`src/rtl/noc_pkg.sv`:
```
// Purpose: shared NoC link constants, packet field layout and serializer state encoding.
// Ports:   none (package).
package noc_pkg;

  localparam int unsigned PKT_W   = 96;
  localparam int unsigned FLIT_W  = 16;
  localparam int unsigned N_FLITS = PKT_W / FLIT_W;
  localparam int unsigned IDX_W   = 3;
  localparam int unsigned CNT_W   = 16;

  // MSB positions of the packet fields
  localparam int unsigned SRC_MSB   = 95;
  localparam int unsigned ADDR_MSB  = 79;
  localparam int unsigned NPKT_MSB  = 63;
  localparam int unsigned HSIZE_MSB = 42;
  localparam int unsigned FLAGS_MSB = 39;
  localparam int unsigned DATA_MSB  = 31;

  typedef enum logic {
    IDLE = 1'b0,
    SEND = 1'b1
  } state_e;

  // Packet payload, most-significant field first
  typedef struct packed {
    logic [15:0] src;
    logic [15:0] addr;
    logic [15:0] n_pkt;
    logic [4:0]  pad;
    logic [2:0]  hsize;
    logic [7:0]  flags;
    logic [31:0] data;
  } pkt_t;

endpackage

```
`src/rtl/pkt_serializer_if.sv`:
```
// Purpose: packet-in / flit-out handshake bundle of the packet serializer.
// Ports:   none; signals grouped by modport.
//   slave  : serializer side (takes packets, drives flits and status)
//   master : environment side (offers packets, sinks flits)
interface pkt_serializer_if;
  import noc_pkg::*;

  pkt_t              pkt_in;
  logic              pkt_valid;
  logic              pkt_ready;
  logic [FLIT_W-1:0] flit_out;
  logic              flit_valid;
  logic              flit_ready;
  logic              flit_head;
  logic              flit_tail;
  logic              busy;
  logic [CNT_W-1:0]  pkt_cnt;

  modport slave (
    input  pkt_in, pkt_valid, flit_ready,
    output pkt_ready, flit_out, flit_valid, flit_head, flit_tail, busy, pkt_cnt
  );

  modport master (
    output pkt_in, pkt_valid, flit_ready,
    input  pkt_ready, flit_out, flit_valid, flit_head, flit_tail, busy, pkt_cnt
  );

endinterface

```
`src/rtl/pkt_serializer.sv`:
```
// Purpose: accepts a PKT_W packet per handshake and emits it as N_FLITS flits,
//          most-significant flit first, with head/tail markers and a wrapping
//          count of completed packets.
// Ports:
//   hclk    : clock, rising edge
//   hresetn : asynchronous active-low reset
//   bus     : pkt_serializer_if.slave (pkt_in/pkt_valid/pkt_ready,
//             flit_out/flit_valid/flit_ready/flit_head/flit_tail, busy, pkt_cnt)
module pkt_serializer
  import noc_pkg::*;
(
  input  logic            hclk,
  input  logic            hresetn,
  pkt_serializer_if.slave bus
);

  localparam logic [IDX_W-1:0] LAST_IDX = IDX_W'(N_FLITS - 1);

  state_e             state_q, state_d;
  logic [PKT_W-1:0]   shreg_q, shreg_d;
  logic [IDX_W-1:0]   idx_q,   idx_d;
  logic [CNT_W-1:0]   pkt_cnt_q, pkt_cnt_d;
  logic               head_q,  head_d;
  logic               tail_q,  tail_d;

  // State and datapath registers
  always_ff @(posedge hclk or negedge hresetn) begin
    if (!hresetn) begin
      state_q   <= IDLE;
      shreg_q   <= '0;
      idx_q     <= '0;
      pkt_cnt_q <= '0;
      head_q    <= 1'b0;
      tail_q    <= 1'b0;
    end else begin
      state_q   <= state_d;
      shreg_q   <= shreg_d;
      idx_q     <= idx_d;
      pkt_cnt_q <= pkt_cnt_d;
      head_q    <= head_d;
      tail_q    <= tail_d;
    end
  end

  // Next-state: load, shift per flit handshake, reload on tail when a packet waits
  always_comb begin
    state_d   = state_q;
    shreg_d   = shreg_q;
    idx_d     = idx_q;
    pkt_cnt_d = pkt_cnt_q;
    head_d    = head_q;
    tail_d    = tail_q;
    case (state_q)
      IDLE: begin
        if (bus.pkt_valid) begin
          state_d = SEND;
          shreg_d = bus.pkt_in;
          idx_d   = '0;
          head_d  = 1'b1;
          tail_d  = 1'b0;
        end
      end
      SEND: begin
        if (bus.flit_ready) begin
          if (tail_q) begin
            pkt_cnt_d = pkt_cnt_q + CNT_W'(1);
            if (bus.pkt_valid) begin
              shreg_d = bus.pkt_in;
              idx_d   = '0;
              head_d  = 1'b1;
              tail_d  = 1'b0;
            end else begin
              state_d = IDLE;
              idx_d   = '0;
              head_d  = 1'b0;
              tail_d  = 1'b0;
            end
          end else begin
            shreg_d = shreg_q << FLIT_W;
            idx_d   = idx_q + IDX_W'(1);
            head_d  = 1'b0;
            tail_d  = ((idx_q + IDX_W'(1)) == LAST_IDX);
          end
        end
      end
      default: state_d = IDLE;
    endcase
  end

  // Ready also opens on the tail edge so back-to-back packets have no bubble
  assign bus.pkt_ready  = (state_q == IDLE) | ((state_q == SEND) & tail_q & bus.flit_ready);
  assign bus.flit_valid = (state_q == SEND);
  assign bus.busy       = (state_q == SEND);
  assign bus.flit_out   = shreg_q[PKT_W-1 -: FLIT_W];
  assign bus.flit_head  = head_q;
  assign bus.flit_tail  = tail_q;
  assign bus.pkt_cnt    = pkt_cnt_q;

endmodule

```
`src/flat_wrapper.sv`:
```
// flat-port wrapper written by rule: the top's interface ports become plain ports
module pkt_serializer_flat import noc_pkg::*;
  (hclk, hresetn, bus_pkt_in, bus_pkt_valid, bus_flit_ready, bus_pkt_ready, bus_flit_out, bus_flit_valid, bus_flit_head, bus_flit_tail, bus_busy, bus_pkt_cnt);
  pkt_serializer_if bus_i ();
  input  logic hclk;
  input  logic hresetn;
  input wire logic [$bits(bus_i.pkt_in)-1:0] bus_pkt_in;
  input wire logic [$bits(bus_i.pkt_valid)-1:0] bus_pkt_valid;
  input wire logic [$bits(bus_i.flit_ready)-1:0] bus_flit_ready;
  output wire logic [$bits(bus_i.pkt_ready)-1:0] bus_pkt_ready;
  output wire logic [$bits(bus_i.flit_out)-1:0] bus_flit_out;
  output wire logic [$bits(bus_i.flit_valid)-1:0] bus_flit_valid;
  output wire logic [$bits(bus_i.flit_head)-1:0] bus_flit_head;
  output wire logic [$bits(bus_i.flit_tail)-1:0] bus_flit_tail;
  output wire logic [$bits(bus_i.busy)-1:0] bus_busy;
  output wire logic [$bits(bus_i.pkt_cnt)-1:0] bus_pkt_cnt;
  assign bus_i.pkt_in = bus_pkt_in;
  assign bus_i.pkt_valid = bus_pkt_valid;
  assign bus_i.flit_ready = bus_flit_ready;
  assign bus_pkt_ready = bus_i.pkt_ready;
  assign bus_flit_out = bus_i.flit_out;
  assign bus_flit_valid = bus_i.flit_valid;
  assign bus_flit_head = bus_i.flit_head;
  assign bus_flit_tail = bus_i.flit_tail;
  assign bus_busy = bus_i.busy;
  assign bus_pkt_cnt = bus_i.pkt_cnt;
  pkt_serializer u_core (.hclk(hclk), .hresetn(hresetn), .bus(bus_i));
endmodule
```
`config.mk`:
```
export PLATFORM = sky130hd
export DESIGN_NAME = pkt_serializer_flat
export DESIGN_NICKNAME = d
export VERILOG_FILES = /design/src/rtl/noc_pkg.sv /design/src/rtl/pkt_serializer_if.sv /design/src/rtl/pkt_serializer.sv /design/src/flat_wrapper.sv
export SDC_FILE = /design/constraint.sdc
export NUM_CORES = 1
export LEC_CHECK = 0
export CAP_MARGIN = 10
export CORE_MARGIN = 2
export CORE_UTILIZATION = 50
export DETAILED_ROUTE_END_ITERATION = 6
export DONT_BUFFER_PORTS = 1
export HOLD_SLACK_MARGIN = 0.06
export PLACE_DENSITY_LB_ADDON = 0.05
export SYNTH_ARGS = -nofsm -noshare
export SYNTH_HDL_FRONTEND = slang
export SYNTH_SLANG_ARGS = --single-unit
```
`constraint.sdc`:
```
create_clock -name hclk -period 2.13 [get_ports hclk]
set_clock_uncertainty 0.05 [all_clocks]
set_input_delay 0.426 -clock hclk [delete_from_list [all_inputs] [get_ports hclk]]
set_output_delay 0.426 -clock hclk [all_outputs]
set_load 0.03 [all_outputs]
```
==> results of run 1 <==
power breakdown:
part	total (uW)	leakage, uW	internal, uW	switching [uW]
registers	4020	0.00140	3120	894
clock network	2870	0.000284	1820	1050
logic	2800	0.00112	1640	1160
cells in the final DEF (no fill, tap or decap), types with 2 or more instances in the layout:
master,n
xor2_1,2
o21ai_0,3
a22o_1,16
dlygate4sd3_1,96
nand3_1,3
xnor2_1,14
buf_4,7
nand4_1,7
clkinvlp_4,4
clkinv_4,2
bufinv_16,3
nand2_1,16
ha_1,3
o221a_2,80
clkinv_2,2
inv_6,3
buf_12,2
a21boi_0,2
nand2b_1,81
nor2_1,6
inv_1,6
dfrtp_1,118
clkbuf_16,16
clkbuf_8,2
cell type report:
class                   count  area (um^2)
clock inverters            14          174
flip-flops and latches    118         2950
multi-input cells         245         2010
inverters                   6         22.5
fillers                   786         3460
well taps                 136          170
repair buffers            105         1050
clock buffers              18          428
flip-flops by register name, summed over array words and instances (netlist names):
register,count
u_core.bus.flit_head,1
u_core.bus.busy,1
u_core.bus.pkt_cnt,16
u_core.shreg_q,96
u_core.idx_q,3
u_core.bus.flit_tail,1
synthesized netlist by cell type (2+ instances only):
cell	n	area share, %
a22o_1	16	2.7
ha_1	3	0.71
a21boi_0	2	0.29
buf_2	13	1.2
nor2_1	6	0.43
o21ai_0	3	0.29
dfrtp_1	118	56
clkbuf_1	10	0.71
xor2_1	2	0.33
inv_1	6	0.43
nand2b_1	81	9.6
buf_1	4	0.29
nand4_1	7	0.83
buf_4	20	2.9
nand2_1	17	1.2
o221a_2	80	17
xnor2_1	14	2.3
nand3_1	3	0.29
routing by layer:
layer | part of all wire (%) | wire (um) | global-route usage [%] | up-vias
met2 | 46 | 5650 | 33.6 | 121
met4 | 0.52 | 64 | 6.77 | 0
met3 | 5.8 | 713 | 7.23 | 4
li1 | - | - | - | 1701
met1 | 48 | 5970 | 33.4 | 1862
met5 | 0 | 0 | 0 | -
metrics by stage:
stage | setup slack [ps] | area [um^2]
after global placement | 408 | 5250
after CTS | 181 | 6820
after floorplan | 253 | 5260
after detailed placement | 380 | 5250
after global routing | 70.8 | 6820
final | 232 | 6820
worst reg2reg max path, stage by stage, from the launching register on:
cell and delay [ps]:
dfrtp_1 570, ha_1 230, nand4_1 190, nor3_2 290
nand4_1 150, xnor2_1 160
final timing paths:
kind	start	to	cells after the start
hold reg to reg	u_core.shreg_q[2]	u_core.shreg_q[2]	1
setup / recovery	u_core.bus.flit_tail	bus_pkt_ready	3
setup reg to reg	u_core.bus.pkt_cnt[0]	u_core.bus.pkt_cnt[10]	5
hold / removal	hresetn	u_core.shreg_q[81]	0
min in group hclk	bus_pkt_in[0]	u_core.shreg_q[0]	2
max in group asynchronous	hresetn	u_core.shreg_q[69]	0
logic make-up after synthesis:
kind of cell	count (synthesis)	synth area share (%)
AO/OA/AOI/OAI	105	21.1
buffers and inverters	54	5.73
flip-flops	118	56.2
AND/OR/NAND/NOR	121	13.7
adder cells (fa/ha/maj)	3	0.714
XOR/XNOR	16	2.66
==> summary.txt, run 1 <==
Final layout
  – Final Core Density: 66.3%
  – Nets@finish: 596
  – Share of cells above drive strength 1: 24.9%
  – ANT cells: 0
  – Final Non-Filler Cells: 642
  – Area growth, synth to finish: 29.6%

Power and ir drop
  – Static Leakage: 0.00280 uW
  – Pwr Density: 1420 mW/mm^2
  – Worst IR drop on VDD: 0.000747 V
  – Design Power: 9690 uW

Worst setup path
  – Setup crit end kind: output port
  – Critical path fanouts, max: 9
  – Crit path top cell by count: nand2_1
  – Worst-path cell chain: nand2_1, nand2_1, buf_4
  – Delay of the slowest critical-path stage: 490 ps
  – Critical path launch point type: flip-flop
  – Critical Path AT: 1420 ps
  – Slowest cell on crit path: dfrtp_1
  – CP bufs+invs: 1
  – Crit path kind: reg2out
  – FF-to-FF setup slack: 360 ps
  – Worst EP required: 1650 ps
  – Delay-heaviest family, CP: flip-flops

Floorplanning
  – Initial Util: 51.2%
  – Core area: 0.0103 mm^2
  – Die Area: 0.0114 mm^2
  – # rows: 37
  – Die X: 107 um
  – Die Height: 107 um
  – # IOs: 137

Global route
  – GRT Overall Usage: 23.1%
  – Grt total ovfl: 0
  – Vias in the first global route: 3,883
  – Global-route wire length before repair: 20,500 um
  – Pin count of the biggest net entering global routing: 119
  – Initial antenna violation count: 0

Clocking
  – CTS resizes: 0
  – Post-CTS setup buffer count: 0
  – CTS tree: done
  – CTS H-tree lvls: 4
  – CTS Hold Buffers Added: 96
  – Num Clock Sinks: 118
  – Deepest clock path buffer count: 2
  – CTS root buffer: clkbuf_8
  – CTS clk-pin slew, worst paths: 60 ps
  – CTS buffer count: 17
  – Worst-Skew Late Latency: 500 ps

Logic synthesis
  – Number of unique standard cell types used by synthesis: 30
  – Post-Syn Area per Cell: 12.6 um^2
  – Async set-reset flop share out of synthesis: 100%
  – Post-synth EDFFs: 0
  – Yosys Warn Count: 0
  – Synth Cell Area: 0.00526 mm^2
  – Sequential area share after synthesis: 56.2%
  – Post-Syn Instances: 417
  – Flops & latches, synth: 118
  – Primary FF master, synth: dfrtp_1
  – Syn_nets: 520

Timing
  – Max Slew Vio Count: 0
  – Final setup viols: 0
  – Final Hold Viols: 118
  – Final period util: 89.1%
  – RSZ-0062 raised after global routing: no
  – Final min period: 1900 ps
  – Fmax: 527 MHz
  – Setup TNS: 0 ps
  – Slew headroom: 55.7%
  – WHS: -427 ps
  – Slew at the pin closest to its max-slew limit: 658 ps

Detailed routing
  – Routed len/inst: 19.3 um
  – Detailed Routing Iterations Pass 1: 4
  – Starting DRT DRC Count: 297
  – Via Count: 3,688
  – Detailed Route WL: 12,400 um
  – Post-DR vias/cell: 5.74
  – ANT nets after route: 0
  – DRC Markers: 0

Placed design
  – Buffers on Ports: 0
  – RePlAce Congestion: 0.730
  – Placed Cells: 514
  – DP HPWL: 7150 um

Run
  – Max cap viols: 0

Run status
  – Violated checks: hold timing
  – Status: complete, but fails checks

Min path
  – HP Class: in2async
(Power assumes the default switching activity.)
==> inputs of run 2 (changes only) <==
ABC_AREA = 1   (was default)
==> summary.txt, run 2 <==
Timing
  – Slew at the pin closest to its max-slew limit: 640 ps (-18.3 ps)
  – WHS: -338 ps (+89.7 ps)
  – Max Slew Vio Count: 0 (unchanged)
  – Final setup viols: 0 (unchanged)
  – Final Hold Viols: 118 (unchanged)
  – Slew headroom: 57.4% (+1.6 points)
  – Setup TNS: 0 ps (unchanged)
  – RSZ-0062 raised after global routing: no
  – Final min period: 1960 ps (+64.7 ps)
  – Fmax: 509 MHz (-3.3%)
  – Final period util: 92.2% (+3.0 points)

Detailed routing
  – ANT nets after route: 0 (unchanged)
  – Starting DRT DRC Count: 418 (+41%)
  – DRC Markers: 0 (unchanged)
  – Post-DR vias/cell: 5.37 (-6.5%)
  – Detailed Route WL: 13,800 um (+11%)
  – Routed len/inst: 16.0 um (-17%)
  – Via Count: 4,637 (+26%)
  – Detailed Routing Iterations Pass 1: 4 (unchanged)

Power and ir drop
  – Clock Power Share: 30.3% (+0.7 points)
  – Sw frac: 37.3% (+5.2 points)
  – Internal Power: 5660 uW (-14%)
  – Worst IR drop on VDD: 0.000752 V (+0.67%)
  – P_sw: 3360 uW (+8.3%)
  – Pwr Density: 1420 mW/mm^2 (+0.16%)
  – Reg power frac: 43.5% (+2.0 points)
  – Static Leakage: 0.00275 uW (-1.7%)
  – Gate power share: 26.2% (-2.7 points)

Worst setup path
  – Delay-heaviest family, CP: flip-flops
  – Delay of the slowest critical-path stage: 500 ps (about the same)
  – Worst EP required: 1650 ps (about the same)
  – Slowest cell on crit path: dfrtp_1
  – CP bufs+invs: 1 (unchanged)
  – Setup crit end kind: output port
  – Critical path fanouts, max: 17 (+8)
  – Critical path launch point type: flip-flop
  – Worst-path cell chain: nand3_2, nand2_2, buf_4
  – Crit path kind: reg2out
  – Critical Path AT: 1490 ps (+70 ps)

Logic synthesis
  – Most common cell in the netlist: nor2_1
  – Async set-reset flop share out of synthesis: 100% (unchanged)
  – Synth top area cells: dfrtp_1 51%, nor2_1 16%, nand3_1 8.8%, o21ai_0 7.5%, nand2_1 4.4%
  – Number of unique standard cell types used by synthesis: 28 (-6.7%)
  – Syn_nets: 847 (+63%)
  – Synth top cells by count: 243 x nor2_1, 118 x dfrtp_1, 102 x nand3_1
  – Primary FF master, synth: dfrtp_1
  – Yosys Warn Count: 0 (unchanged)
  – Sequential area share after synthesis: 50.7% (-5.5 points)
  – Synth Cell Area: 0.00583 mm^2 (+11%)
  – Post-Syn Area per Cell: 7.84 um^2 (-38%)
  – Post-synth top area share: 50.7% (-5.5 points)
  – Post-Syn Instances: 744 (+78%)
  – Post-synth EDFFs: 0 (unchanged)
  – Flops & latches, synth: 118 (unchanged)
  – Cell taking the most area after synthesis: dfrtp_1

Clocking
  – CTS tree: done
  – Num Clock Sinks: 118 (unchanged)
  – CTS buffer count: 17 (unchanged)
  – CTS clk-pin slew, worst paths: 50 ps (about the same)
  – CTS H-tree lvls: 4 (unchanged)
  – Worst-Skew Late Latency: 410 ps (-90 ps)
  – CTS root buffer: clkbuf_16
  – Post-CTS setup buffer count: 0 (unchanged)
  – Deepest clock path buffer count: 2 (unchanged)

Final layout
  – Largest register FFs: 96 (unchanged)
  – Share of cells above drive strength 1: 7.78% (-17 points)
  – Reg with most FFs: u_core.shreg_q
  – Final Core Density: 55.5% (-11 points)
  – Register area: 0.00295 mm^2 (unchanged)
  – Nets@finish: 811 (+36%)
  – Area growth, synth to finish: 8.71%
  – ANT cells: 0 (unchanged)
  – Fillers: 1,101 (+40%)
  – Multi-input gate area: 0.00243 mm^2 (+21%)
  – Commonest cells after routing, fill and taps aside: 243 x nor2_1, 118 x dfrtp_1, 102 x nand3_1
  – Final instance area: 0.00634 mm^2 (-7.0%)
  – Commonest non-fill, non-tap cell in the layout: nor2_1

Placed design
  – Placed cell area: 0.00576 mm^2 (+9.6%)
  – DP HPWL: 8800 um (+23%)
  – Buffers on Ports: 0 (unchanged)
  – RePlAce Congestion: 0.808 (+11%)

Floorplanning
  – Die X: 112 um (+5.1%)
  – Core area: 0.0114 mm^2 (+11%)
  – Die Height: 112 um (+5.1%)
  – # rows: 39 (+5.4%)
  – Die Area: 0.0125 mm^2 (+10%)
  – Initial Util: 51.1% (-0.12 points)
  – # IOs: 137 (unchanged)

Global route
  – Vias in the first global route: 4,564 (+18%)
  – Pin count of the biggest net entering global routing: 119 (unchanged)
  – Initial antenna violation count: 0 (unchanged)
  – Grt total ovfl: 0 (unchanged)
  – GRT Overall Usage: 22.9% (-0.21 points)
  – Global-route wire length before repair: 22,800 um (+11%)

Min path
  – HP Class: in2async

Run
  – Max cap viols: 0 (unchanged)

Run status
  – Violated checks: hold timing
  – Status: complete, but fails checks
## run 2: cell types whose count changed after synthesis, sizes merged, moves of 5 or more
cell | before | now
nand3 | 4 | 103
nand2 | 17 | 73
a22o | 16 | 0
nor2 | 6 | 255
inv | 6 | 24
buf | 38 | 43
o21ai | 3 | 87
nand4 | 7 | 2
xnor2 | 14 | 5
nand2b | 81 | 0
clkbuf | 10 | 19
o221a | 80 | 0
## run 2: area by class of cell
| cell class | count | area share [%] |
|---|---|---|
| inverter | 24 | 1.50 |
| tap | 143 | 2.82 |
| timing repair buffer | 7 | 1.62 |
| clock buffer | 30 | 9.06 |
| multi-input combinational | 540 | 38.3 |
| sequential | 118 | 46.6 |
| clock inverter | 1 | 0.0790 |
## run 2: what timing repair did
item                                    in CTS  in global routing
hold endpoints to repair                   118                118
endpoints found under the setup margin       0                 60
resized for setup                            0                  1
## run 2: logic make-up (layout without fill, tap and decap cells)
logic type               after synthesis  after routing  synth area share (%)
adder cells (fa/ha/maj)                3              3                 0.644
XOR/XNOR                               9              9                  1.35
flip-flops                           118            118                  50.7
buffers and inverters                 86             62                  7.81
AO/OA/AOI/OAI                         89             89                  7.68
AND/OR/NAND/NOR                      438            438                  31.7
multiplexers                           1              1                 0.172
## run 2: routing by layer
| metal | global-route usage [%] | routed length, um |
|---|---|---|
| met4 | 8.94 | 278 |
| met5 | 0 | 0 |
| met1 | 33.0 | 6490 |
| met2 | 33.9 | 6310 |
| met3 | 5.39 | 708 |
## run 2: path summary, 6_finish.rpt
kind,slack (ps),cells after the start,end,from
worst min-delay path,-340,0,u_core.shreg_q[87],hresetn
worst max-delay path,170,3,bus_pkt_ready,u_core.bus.busy
max in group asynchronous,2220,0,u_core.shreg_q[44],hresetn
min in group hclk,100,2,u_core.bus.flit_head,bus_pkt_valid
worst min register to register,410,2,u_core.shreg_q[9],u_core.shreg_q[9]
worst max register to register,280,6,u_core.shreg_q[77],u_core.bus.busy
## run 2: per-stage QoR
| stage | setup WS, ps | cells | total power (uW) | hold WS [ps] |
|---|---|---|---|---|
| 2_1_floorplan | 389 | 744 | 5860 | 80.4 |
| 3_3_place_gp | 209 | 832 | 6260 | 83.2 |
| 3_5_place_dp | 157 | 832 | 6340 | 83.6 |
| 4_1_cts | 111 | 863 | 9100 | -356 |
| 5_1_grt | 53.6 | 863 | 9650 | -356 |
| 6_report | 167 | 863 | 9020 | -338 |
## run 2: power groups by stage
stage                     clock, uW  sequential, uW  combinational [uW]
final                          2730            3930                2370
after global routing           2890            4030                2730
after CTS                      2780            3920                2400
after detailed placement          0            3960                2380
after global placement            0            3940                2320
after floorplan                   0            3560                2300
